File: src/rtl/perceptron_trainer.sv
// rtl/perceptron_trainer.sv - perceptron predictor training engine
// Captures one resolved-branch request, then writes saturated weight rows one table per cycle.
module perceptron_trainer #(
  parameter int NUM_TABLES                   = 4,
  parameter int PERCEPTRON_TABLE_NUM_ENTRIES = 256,
  parameter int PERCEPTRON_NUM_WEIGHTS       = 8,
  parameter int PERCEPTRON_WEIGHT_WIDTH      = 8,
  parameter int BIAS_TABLE_NUM_ENTRIES       = 256,
  parameter int BIAS_WEIGHT_WIDTH            = 8,
  parameter int SUM_WIDTH                    = 16,
  parameter int THETA                        = 75,
  localparam int AW  = $clog2(PERCEPTRON_TABLE_NUM_ENTRIES),
  localparam int BAW = $clog2(BIAS_TABLE_NUM_ENTRIES),
  localparam int TW  = (NUM_TABLES > 1) ? $clog2(NUM_TABLES) : 1,
  localparam int NW  = PERCEPTRON_NUM_WEIGHTS,
  localparam int WW  = PERCEPTRON_WEIGHT_WIDTH,
  localparam int RW  = PERCEPTRON_NUM_WEIGHTS * PERCEPTRON_WEIGHT_WIDTH,
  localparam int BW  = BIAS_WEIGHT_WIDTH
) (
  input  logic                        clk,
  input  logic                        rst,
  input  logic                        train_valid,
  output logic                        train_ready,
  input  logic                        train_taken,
  input  logic signed [SUM_WIDTH-1:0] train_sum,
  input  logic [NUM_TABLES*AW-1:0]    train_addrs,
  input  logic [NUM_TABLES*RW-1:0]    train_weights,
  input  logic [NUM_TABLES*NW-1:0]    train_hist,
  input  logic [BAW-1:0]              train_bias_addr,
  input  logic [BW-1:0]               train_bias,
  output logic                        write_enable,
  output logic [TW-1:0]               write_table_idx,
  output logic [AW-1:0]               write_addr,
  output logic [RW-1:0]               write_data,
  output logic                        bias_write_enable,
  output logic [BAW-1:0]              bias_write_addr,
  output logic [BW-1:0]               bias_write_data,
  output logic                        train_done,
  output logic                        trained
);

  typedef enum logic [1:0] {IDLE, WRITE, DONE} state_t;

  state_t                  state;
  logic [TW-1:0]           idx;
  logic [TW-1:0]           nidx;
  logic                    cap_taken;
  logic [NUM_TABLES*AW-1:0] cap_addrs;
  logic [NUM_TABLES*RW-1:0] cap_weights;
  logic [NUM_TABLES*NW-1:0] cap_hist;

  logic signed [SUM_WIDTH:0] sum_ext;
  logic [SUM_WIDTH:0]        abs_sum;
  logic                      need;

  function automatic logic [WW-1:0] step_w(input logic [WW-1:0] w, input logic up);
    logic [WW-1:0] max_v;
    logic [WW-1:0] min_v;
    max_v = {1'b0, {(WW-1){1'b1}}};
    min_v = {1'b1, {(WW-1){1'b0}}};
    if (up) return (w == max_v) ? w : w + WW'(1);
    else    return (w == min_v) ? w : w - WW'(1);
  endfunction

  function automatic logic [BW-1:0] step_b(input logic [BW-1:0] b, input logic up);
    logic [BW-1:0] max_v;
    logic [BW-1:0] min_v;
    max_v = {1'b0, {(BW-1){1'b1}}};
    min_v = {1'b1, {(BW-1){1'b0}}};
    if (up) return (b == max_v) ? b : b + BW'(1);
    else    return (b == min_v) ? b : b - BW'(1);
  endfunction

  // Each lane moves toward agreement between its history bit and the outcome.
  function automatic logic [RW-1:0] update_row(input logic [RW-1:0] row,
                                               input logic [NW-1:0] hist,
                                               input logic          taken);
    logic [RW-1:0] r;
    r = '0;
    for (int j = 0; j < NW; j++)
      r[j*WW +: WW] = step_w(row[j*WW +: WW], hist[j] == taken);
    return r;
  endfunction

  // One extra bit keeps the magnitude of the most negative sum out of the threshold window.
  assign sum_ext = {train_sum[SUM_WIDTH-1], train_sum};
  assign abs_sum = sum_ext[SUM_WIDTH] ? -sum_ext : sum_ext;
  assign need    = (~train_sum[SUM_WIDTH-1] != train_taken) ||
                   (abs_sum <= (SUM_WIDTH+1)'(THETA));
  assign nidx    = idx + TW'(1);

  assign write_table_idx = idx;

  always_ff @(posedge clk or negedge rst) begin
    if (!rst) begin
      state             <= IDLE;
      idx               <= '0;
      cap_taken         <= 1'b0;
      cap_addrs         <= '0;
      cap_weights       <= '0;
      cap_hist          <= '0;
      train_ready       <= 1'b0;
      write_enable      <= 1'b0;
      write_addr        <= '0;
      write_data        <= '0;
      bias_write_enable <= 1'b0;
      bias_write_addr   <= '0;
      bias_write_data   <= '0;
      train_done        <= 1'b0;
      trained           <= 1'b0;
    end else begin
      case (state)
        IDLE: begin
          train_done        <= 1'b0;
          trained           <= 1'b0;
          write_enable      <= 1'b0;
          bias_write_enable <= 1'b0;
          if (train_valid && train_ready) begin
            cap_taken   <= train_taken;
            cap_addrs   <= train_addrs;
            cap_weights <= train_weights;
            cap_hist    <= train_hist;
            train_ready <= 1'b0;
            if (need) begin
              // Table 0 and the bias go out in the first cycle straight from the request.
              state             <= WRITE;
              idx               <= '0;
              write_enable      <= 1'b1;
              write_addr        <= train_addrs[AW-1:0];
              write_data        <= update_row(train_weights[RW-1:0], train_hist[NW-1:0], train_taken);
              bias_write_enable <= 1'b1;
              bias_write_addr   <= train_bias_addr;
              bias_write_data   <= step_b(train_bias, train_taken);
            end else begin
              state      <= DONE;
              train_done <= 1'b1;
              trained    <= 1'b0;
            end
          end else begin
            train_ready <= 1'b1;
          end
        end
        WRITE: begin
          bias_write_enable <= 1'b0;
          if (idx == TW'(NUM_TABLES - 1)) begin
            state        <= DONE;
            write_enable <= 1'b0;
            train_done   <= 1'b1;
            trained      <= 1'b1;
          end else begin
            idx          <= nidx;
            write_enable <= 1'b1;
            write_addr   <= cap_addrs[int'(nidx)*AW +: AW];
            write_data   <= update_row(cap_weights[int'(nidx)*RW +: RW],
                                       cap_hist[int'(nidx)*NW +: NW], cap_taken);
          end
        end
        DONE: begin
          state       <= IDLE;
          train_done  <= 1'b0;
          trained     <= 1'b0;
          train_ready <= 1'b1;
        end
        default: state <= IDLE;
      endcase
    end
  end

endmodule

File: config.mk
export PLATFORM = sky130hd
export DESIGN_NAME = perceptron_trainer
export DESIGN_NICKNAME = d
export VERILOG_FILES = /design/src/rtl/perceptron_trainer.sv
export SDC_FILE = /design/constraint.sdc
export NUM_CORES = 1
export LEC_CHECK = 0
export ABC_AREA = 1
export CAP_MARGIN = 30
export CORE_MARGIN = 3
export CORE_UTILIZATION = 58
export CTS_CLUSTER_SIZE = 16
export DETAILED_ROUTE_END_ITERATION = 10
export GPL_TIMING_DRIVEN = 0
export PLACE_DENSITY = 0.86
export SKIP_LAST_GASP = 1
export SYNTH_ARGS = -nofsm -noshare
export SYNTH_HDL_FRONTEND = slang
export SYNTH_SLANG_ARGS = --single-unit
File: constraint.sdc
create_clock -name clk -period 7.44 [get_ports clk]
set_input_delay 1.488 -clock clk [delete_from_list [all_inputs] [get_ports clk]]
set_output_delay 1.488 -clock clk [all_outputs]
set_load 0.01 [all_outputs]
# Yosys cells after proc, flatten, opt, wreduce, memory -nomap -nowiden
# Index checks and enable logic that the tools add are counted.
[classes]
addsub = 36
n_reduce_logical = 14
shift = 3
order_cmp = 1
bitwise_logic = 1
eq_ne = 58
mux = 80
[op_table]
columns = ["op", "n"]
rows = [
  ["$mux W8", 54],
  ["$shiftx A256 B9 Y64", 1],
  ["$mux W64", 3],
  ["$add A8 B1 Y8 const B", 17],
  ["$eq A8 B7 Y1 const B", 17],
  ["$eq A8 B8 Y1 const B", 17],
  ["$sub A8 B1 Y8 const B", 17],
  ["$pmux W64 S2", 1],
  ["$shiftx A32 B6 Y8", 2],
  ["$le A17 B7 Y1 const B", 1],
  ["$mux W17", 1],
  ["$neg A16 Y17", 1],
  ["$eq A1 B1 Y1", 16],
  ["$pmux W8 S2", 1],
  ["$mux W2", 6],
  ["$ne A2 B2 Y1 const B", 4],
  ["$pmux W1 S2", 4],
  ["$pmux W2 S2", 2],
  ["$reduce_and A2 Y1", 4],
  ["$mux W1", 7],
  ["$reduce_bool A2 Y1", 3],
  ["$eq A2 B2 Y1 const B", 2],
  ["$reduce_and A4 Y1", 1],
  ["$pmux W1 S3", 1],
  ["other kinds (10)", 10],
]
[word_totals]
reg_bits = 418
in_bits = 356
out_inout_bits = 95
wordCells = 208

# Depth between registers and ports, before layout
# Gate-level depths: netlist of run 1.
[depth]
depth_word = 7
mapped_depth = 21
ltp_nobuf = 19

# Least setup slack after synthesis of run 1
# Ideal clock, no wire load.
[synth_path]
path_type = "input -> register"
from = "input train_sum[0]"
to = "register idx[0], in the netlist write_table_idx[0]"
setup_ns = 0.117
arrival_ns = 3.014
path_slack_ns = 4.309
cell_stages = 17
cell_sequence = "inv_1 -> ha_1 -> nand2_1 -> o21ai_2 -> inv_1 -> nand2_1 -> nand2_1 -> nor2_1 -> nand2_1 -> nor2_1 -> nand2_1 -> nand3_1 -> nand2_1 -> buf_2 -> buf_4 -> nand2_1 -> nand2_1"
[synth_via]
elab_chain_len = 6
[synth_lines]
columns = ["element", "line_no", "rtl"]
rows = [
  ["start, declared", "25", "input logic signed [SUM_WIDTH-1:0] train_sum,"],
  ["$neg A16 Y17", "87", "assign abs_sum = sum_ext[SUM_WIDTH] ? -sum_ext : sum_ext;"],
  ["$mux W17 (*)", "87", ""],
  ["$le A17 B7 Y1 (*)", "89", "(abs_sum <= (SUM_WIDTH+1)'(THETA));"],
  ["$logic_or A1 B1 Y1 (*)", "88", "assign need = (~train_sum[SUM_WIDTH-1] != train_taken) ||"],
  ["$ne A2 B2 Y1 (no source line) (*)", "--", ""],
  ["$reduce_and A4 Y1 (no source line) (*)", "--", ""],
  ["end signal, assigned", "151", "idx <= nidx;"],
  ["end, declared", "45", "logic [TW-1:0] idx;"],
]
# Mark *: on every way between the ends. The rest lies on a longest branch, timed or not.
# A chain may end at the register's enable or synchronous reset.

# Worst setup path after layout of run 1
[layout_path]
from = "register idx[0], in the netlist write_table_idx[0]"
to = "register write_data[5]"
[layout_via]
elab_chain_len = 7
[layout_lines]
columns = ["element", "line_no", "rtl"]
rows = [
  ["$add A2 B1 Y2", "90", "assign nidx = idx + TW'(1);"],
  ["$shiftx A256 B9 Y64", "154", "write_data <= update_row(cap_weights[int'(nidx)*RW +: RW],"],
  ["$sub A8 B1 Y8 (tied with other cells)", "62", "else return (w == min_v) ? w : w - WW'(1);"],
  ["$mux W8, on equally long branches", "62, 61", ""],
  ["$mux W8", "61", "if (up) return (w == max_v) ? w : w + WW'(1);"],
  ["$mux W64", "145", "if (idx == TW'(NUM_TABLES - 1)) begin"],
  ["$pmux W64 S2", "112", "case (state)"],
  ["end signal, assigned", "130", "write_data <= update_row(train_weights[RW-1:0], train_hist[NW-1:0], train_taken);"],
  ["end signal, assigned", "154", ""],
  ["end, declared", "34", "output logic [RW-1:0] write_data,"],
]
# Several ways; a longest one is shown, not always the timed one. The select of a mux whose other input is x is not followed.

==> results of run 1 <==
[cells by family after synthesis]
| logic type | count (synthesis) |
|---|---|
| fa+ha+maj | 57 |
| compound gates | 343 |
| simple gates | 2084 |
| xor+xnor | 110 |
| buf+inv | 415 |
| mux | 245 |
| flops | 418 |
[through the flow]
step,hold slack [ps],total power (W),utilization,instances
final,468,0.0149,0.741,4802
after global routing,494,0.0157,0.740,4800
after global placement,454,0.0120,0.705,4710
after CTS,473,0.0146,0.740,4796
after detailed placement,457,0.0122,0.708,4716
after floorplan,464,0.00920,-,3672
[cells in the final DEF (no fill, tap or decap), types with 30 or more instances in the layout]
cell,count
o21ai_0,168
nand2_1,1316
clkbuf_16,45
dfrtp_1,418
mux2_2,245
xor2_1,82
ha_1,57
o21a_1,59
clkdlybuf4s50_1,437
buf_2,51
clkbuf_1,80
nand4_1,30
inv_1,236
nand3_1,471
nor2_1,203
a21oi_1,67
[report_power, final]
part / internal [W] / switching, W
clock: 0.00135 / 0.000996
combinational: 0.00309 / 0.00534
sequential: 0.00343 / 0.000735
[registers in the layout (all words and copies together) (netlist names)]
signal and flops:
cap_taken 1, cap_hist 32, bias_write_data 8, write_enable 1, state 2, train_ready 1, write_data 64, bias_write_addr 8
train_done 1, write_table_idx 2, write_addr 8, cap_addrs 32, bias_write_enable 1, trained 1, cap_weights 256
[tightest hold or removal path, stage by stage (launching register included)]
cell,delay (ps)
dfrtp_1,340
nand2_1,50
nand2_1,40
[worst max path at each step]
| stage | cells after the start | to | from |
|---|---|---|---|
| global placement | 1 | write_data[39] | rst |
| global route | 16 | write_data[56] | train_sum[1] |
| finish | 19 | write_data[5] | write_table_idx[0] |
| CTS | 17 | write_data[56] | train_sum[0] |
| floorplan | 17 | write_table_idx[0] | train_sum[0] |
| detailed placement | 17 | write_data[61] | train_sum[0] |
[metal layers]
metal	track usage	vias up	share of wire	wire length, um
met2	0.671	2108	0.42	48800
met1	0.583	13760	0.37	42800
met4	0.293	2	0.081	9300
li1	-	12967	-	-
met3	0.121	498	0.12	14000
met5	0	-	0.00010	12
[final cells by class]
class	instances	area [um2]	area share
inverters	257	967	0.0284
clock buffers	62	1250	0.0367
well taps	600	751	0.0221
plain buffers	158	769	0.0226
repair buffers	444	4520	0.133
clock inverters	18	228	0.00669
diodes	6	15.0	0.000441
flip-flops and latches	418	10500	0.307
multi-input cells	2839	15100	0.443
==> run summary, run 1 <==
largest family of logic cells by synthesized area: simple AND/OR/NAND/NOR gates
Routed WL per cell: 23.9 um
cell type of the slowest stage on the worst timing path: clkbuf_1
synthesized area per cell: 7.43 um2
reg-to-reg setup timing slack: 3100 ps
Total Nets Final: 4575
launch instance of the worst min-delay path: write_data[37]
antenna violations before repair: 7
library cell appearing most often on the critical path: nand2_1
most area-hungry cell type in the Yosys netlist: dfrtp_1
total CTS buffers: 44
wire length of the first global-routing pass: 169000 um
total power per unit cell area: 439 nW/um2
Vias: 29335
CTS tree: done
shortest clock period the worst path allows after layout: 4340 ps
synthesized instance count: 3672
row count: 78
Routability Congestion: 1.02
complex-gate fraction of the synthesized area: 0.0719
sequential share of the synthesized area: 0.383
DRC: 0
Fillers: 3565
maximum fanout encountered on the critical timing path: 10
fraction of the cycle the final worst path needs: 0.583
pin count of the biggest net entering global routing: 121
post-route clock skew: 19.3 ps
critical path launch point type: flop
highest cell delay on the worst timing path: 680 ps
number of cells on the worst reg-to-reg path: 19
Clock Sink Count: 418
mux contribution to synthesized area: 0.101
first-pass iteration count of the detailed router: 7
run status: finished, final reports clean
worst path setup slack after routing: 3100 ps
vias in the first global route: 27998
core region area: 46000 um2
# H-tree levels: 2
final instance area: 34000 um2
Crit Path Class: flop to flop
basic-gate share of the synthesized area counting and, or, nand and nor cells: 0.316
Post-synth ARST share: 1.00
clock slew at the register clock pins of the worst setup and hold paths: 60 ps
number of instances on the worst hold path: 2
number of buffers between clock root and the deepest sink: 3
share of the synthesized area in the top cell type: 0.383
R2R Path Start: write_table_idx[0]
post-detailed-routing wire length: 115000 um
violation count after the first detailed-routing iteration: 4145
Top delay family on crit path: simple AND/OR/NAND/NOR gates
category of the worst setup path capture point: flop
clock latency at the later pin of the worst-skew pair: 620 ps
initial core utilization: 0.593
Finish-stage setup viols: 0
path category of the worst min-delay check: flop to flop
xor and xnor fraction of the mapped netlist area: 0.0375
Top-Level Pins: 451
total buffers and inverters traversed by the critical path: 5
pins over their slew limit: 0
final HPWL from detailed placement: 86400 um
width of the die: 223 um
synthesized flop and latch total: 418
area of the die: 49700 um2
most repeated cell in the gate-level netlist after synthesis: nand2_1
Post-CTS Setup Inserts: 0
count of input and output buffers: 438
transition time of the tightest slew-check pin: 1140 ps
destination of the worst register-to-register timing path: write_data[5]
Slew Limit Headroom: 0.242
critical path arrival: 4830 ps
leading cell types by total area after synthesis: dfrtp_1 38%, nand2_1 18%, mux2_2 10%, nand3_1 8.6%, inv_1 3.2%
Via density: 6.11
largest vdd supply drop: 0.315 mV
worst hold path endpoint: write_data[37]
required time of the worst setup path: 7930 ps
most numerous cell types in the synthesized netlist: 1316 x nand2_1, 471 x nand3_1, 418 x dfrtp_1, 245 x mux2_2, 236 x inv_1
clk root buf: clkbuf_16
Layout area overhead: 24.8%
unrepaired setup endpoints after global routing: no
Cell variety after synth: 41
list of cells traversed by the critical path: ha_1 > buf_4 > clkbuf_1 > nand3_1 > nand2_1 > inv_1 > ha_1 > inv_1 > nor2_1 > nand2_1 > inv_2 > nand2_1 > nand3_1 > nand2_1 > nand2_1 > nand2_1 > nand2_1 > nand3_1 > nand2_1
Total Neg Setup Slack: 0 ps
Primary FF master, synth: dfrtp_1
hold violation total from the final report: 0
quantity of gates resized following cts: 0
Max Cap Viol: 0
Vert. Die Dim: 223 um
synthesis warning total: 0
residual overflow from global routing: 0
adder and majority gate portion of the synthesized area: 0.0261
highest attainable clock frequency: 231 MHz
number of nets still failing antenna checks after routing: 0
fraction of final layout cells with drive strength greater than 1: 0.110
synthesized net count: 4085
Cell Area, Placed: 32500 um2
leak pwr: 16.1 nW
count of flip-flops with a built-in enable after synthesis: 0
area of the mapped netlist: 27300 um2
DP Worst Slack: 2750 ps
cts-stage hold buffer count: 0
total track usage: 0.451
Note: power is estimated with default switching activity, not from simulation.
==> inputs of run 2 (changes only) <==
--- a/config.mk
+++ b/config.mk
@@ -8,11 +8,11 @@
 export ABC_AREA = 1
 export CAP_MARGIN = 30
 export CORE_MARGIN = 3
-export CORE_UTILIZATION = 58
+export CORE_UTILIZATION = 50
 export CTS_CLUSTER_SIZE = 16
 export DETAILED_ROUTE_END_ITERATION = 10
 export GPL_TIMING_DRIVEN = 0
-export PLACE_DENSITY = 0.86
+export PLACE_DENSITY = 0.79
 export SKIP_LAST_GASP = 1
 export SYNTH_ARGS = -nofsm -noshare
 export SYNTH_HDL_FRONTEND = slang
==> constraint.sdc (replaced) <==
create_clock -name clk -period 3.9 [get_ports clk]
set_input_delay 0.78 -clock clk [delete_from_list [all_inputs] [get_ports clk]]
set_output_delay 0.78 -clock clk [all_outputs]
set_load 0.01 [all_outputs]
==> run summary, run 2 (synthesis gave the netlist of run 1 again) <==
post-detailed-routing wire length: 117000 um (+2.1%)
met2 layer usage reported by global route: 0.627 (-0.0440)
Routed WL per cell: 24.0 um (+0.20%)
count of input and output buffers: 438 (unchanged)
area of the die: 57400 um2 (+16%)
transition time of the tightest slew-check pin: 1060 ps (-80.6 ps)
leading registers by flop count: cap_weights (256), write_data (64)
leak pwr: 16.3 nW (+0.85%)
placed cell count: 4806 (+1.9%)
number of buffers between clock root and the deepest sink: 3 (unchanged)
first-pass iteration count of the detailed router: 7 (unchanged)
Vert. Die Dim: 240 um (+7.5%)
row count: 84 (+7.7%)
# H-tree levels: 2 (unchanged)
Slew Limit Headroom: 0.296 (+0.0537)
Layout area overhead: 26.2%
wire length of the first global-routing pass: 171000 um (+1.2%)
pins over their slew limit: 0 (unchanged)
Cell Count, Final, Fillers Out: 4895 (+1.9%)
violation count after the first detailed-routing iteration: 3362 (-19%)
Vias: 28518 (-2.8%)
Top-Level Pins: 451 (unchanged)
Finish-stage setup viols: 0 (unchanged)
commonest cells after routing, fill and taps aside: 1315 x nand2_1, 470 x nand3_1, 437 x clkdlybuf4s50_1, 417 x dfrtp_1, 245 x mux2_2
met1 usage in global routing: 0.514 (-0.0691)
initial core utilization: 0.512 (-0.0815)
worst path setup slack after routing: 129 ps (-2980 ps)
category of the worst setup path capture point: flop
run status: finished, final reports clean
Cell Area, Placed: 32700 um2 (+0.42%)
hold violation total from the final report: 0 (unchanged)
unrepaired setup endpoints after global routing: no
Clock Sink Count: 418 (unchanged)
residual overflow from global routing: 0 (unchanged)
CTS tree: done
worst slack on hold paths: 194 ps (-274 ps)
fraction of final layout cells with drive strength greater than 1: 0.114 (+0.00458)
largest register by flop count: cap_weights
total track usage: 0.404 (-0.0479)
Routability Congestion: 1.04 (+1.1%)
pin count of the biggest net entering global routing: 112 (-7.4%)
timing startpoint of the critical path: write_table_idx[0]
most frequent standard cell in the layout excluding fill and tap cells: nand2_1
Via density: 5.83 (-4.6%)
final instance area: 34400 um2 (+1.1%)
Max Cap Viol: 0 (unchanged)
maximum fanout encountered on the critical timing path: 10 (unchanged)
required time of the worst setup path: 4420 ps (-3510 ps)
critical path arrival: 4290 ps (-540 ps)
Crit Path Class: flop to flop
shortest clock period the worst path allows after layout: 3770 ps (-565 ps)
critical path launch point type: flop
final HPWL from detailed placement: 91000 um (+5.3%)
highest attainable clock frequency: 265 MHz (+15%)
number of nets still failing antenna checks after routing: 0 (unchanged)
total CTS buffers: 47 (+6.8%)
R2R Path Start: write_table_idx[0]
met3 track demand over resource: 0.0855 (-0.0359)
gr busiest metal: met2
DRC: 0 (unchanged)
clock latency at the later pin of the worst-skew pair: 600 ps (-20 ps)
clk root buf: clkbuf_16
core region area: 53300 um2 (+16%)
post-route clock skew: 22.5 ps (+3.19 ps)
clock slew at the register clock pins of the worst setup and hold paths: 60 ps (about the same)
fraction of the cycle the final worst path needs: 0.967 (+0.384)
largest vdd supply drop: 0.546 mV (+73%)
DP Worst Slack: -246 ps (-3000 ps)
antenna violations before repair: 6 (-1)
total power per unit cell area: 845 nW/um2 (+93%)
path category of the worst min-delay check: primary input to async pin
flip-flop count of the largest register, all copies and words added: 256 (unchanged)
vias in the first global route: 27340 (-2.4%)
Total Nets Final: 4580 (+0.11%)
width of the die: 240 um (+7.5%)
-- run 2: changes by cell type in the layout (fill, tap and decap cells not counted), moves of 2 or more --
cell,previous run,this run
bufinv_16,5,10
clkbuf_2,0,3
clkbuf_8,6,10
diode_2,6,4
clkbuf_16,45,47
clkbuf_1,80,71
-- run 2: power by group --
group | switching [W] | internal [W] | total, W
Sequential | 0.00141 | 0.00654 | 0.00796
Clock | 0.00195 | 0.00306 | 0.00501
Combinational | 0.0102 | 0.00590 | 0.0161
-- run 2: path summary, 6_finish.rpt --
check,to,slack [ps],cells after the start
hold / removal,cap_weights[179],190,1
hold reg to reg,write_data[37],470,2
setup reg to reg,write_data[32],130,18
setup / recovery,write_data[32],130,18
max in group asynchronous,cap_weights[33],2070,3
min in group clk,write_data[37],470,2
-- run 2: cell type report --
cell class                      count  area (um2)
Sequential cell                   418       10500
Multi-Input combinational cell   2839       15100
Buffer                            158         776
Inverter                          257         967
Timing Repair Buffer              446        4540
Clock buffer                       62        1330
Antenna cell                        4        10.0
Fill cell                        4743       18900
Tap cell                          688         861
Clock inverter                     23         380
-- run 2: routing by layer --
metal | vias up | part of all wire
li1 | 12967 | -
met1 | 13486 | 0.38
met2 | 1655 | 0.44
met3 | 406 | 0.10
met4 | 4 | 0.074
met5 | - | 0.00020
-- run 2: critical path: stages (launching register included) --
cell	delay, ps
dfrtp_2	530
ha_1	330
buf_4	180
buf_2	220
buf_4	240
nand3_1	240
nand2_1	280
inv_1	220
ha_1	210
inv_1	80
nor3_2	290
nand2_1	220
nand2_1	120
nand2_1	60
nand2_1	50
nand3_1	120
nand2_1	120
nand3_1	70
nand2_1	80
-- run 2: per-stage QoR --
stage                     utilization   TNS, ps  total power, W
after floorplan                     -         0          0.0176
after global placement          0.610  -6914060          0.0233
after detailed placement        0.613     -2060          0.0236
after CTS                       0.646         0          0.0287
after global routing            0.646         0          0.0308
final                           0.646         0          0.0291
-- run 2: timing repair --
item,in CTS,in global routing
hold buffers,0,0
cloned,0,0
resized for setup,3,8
setup buffers,0,0
pin swaps,0,0
setup endpoints to repair,15,36
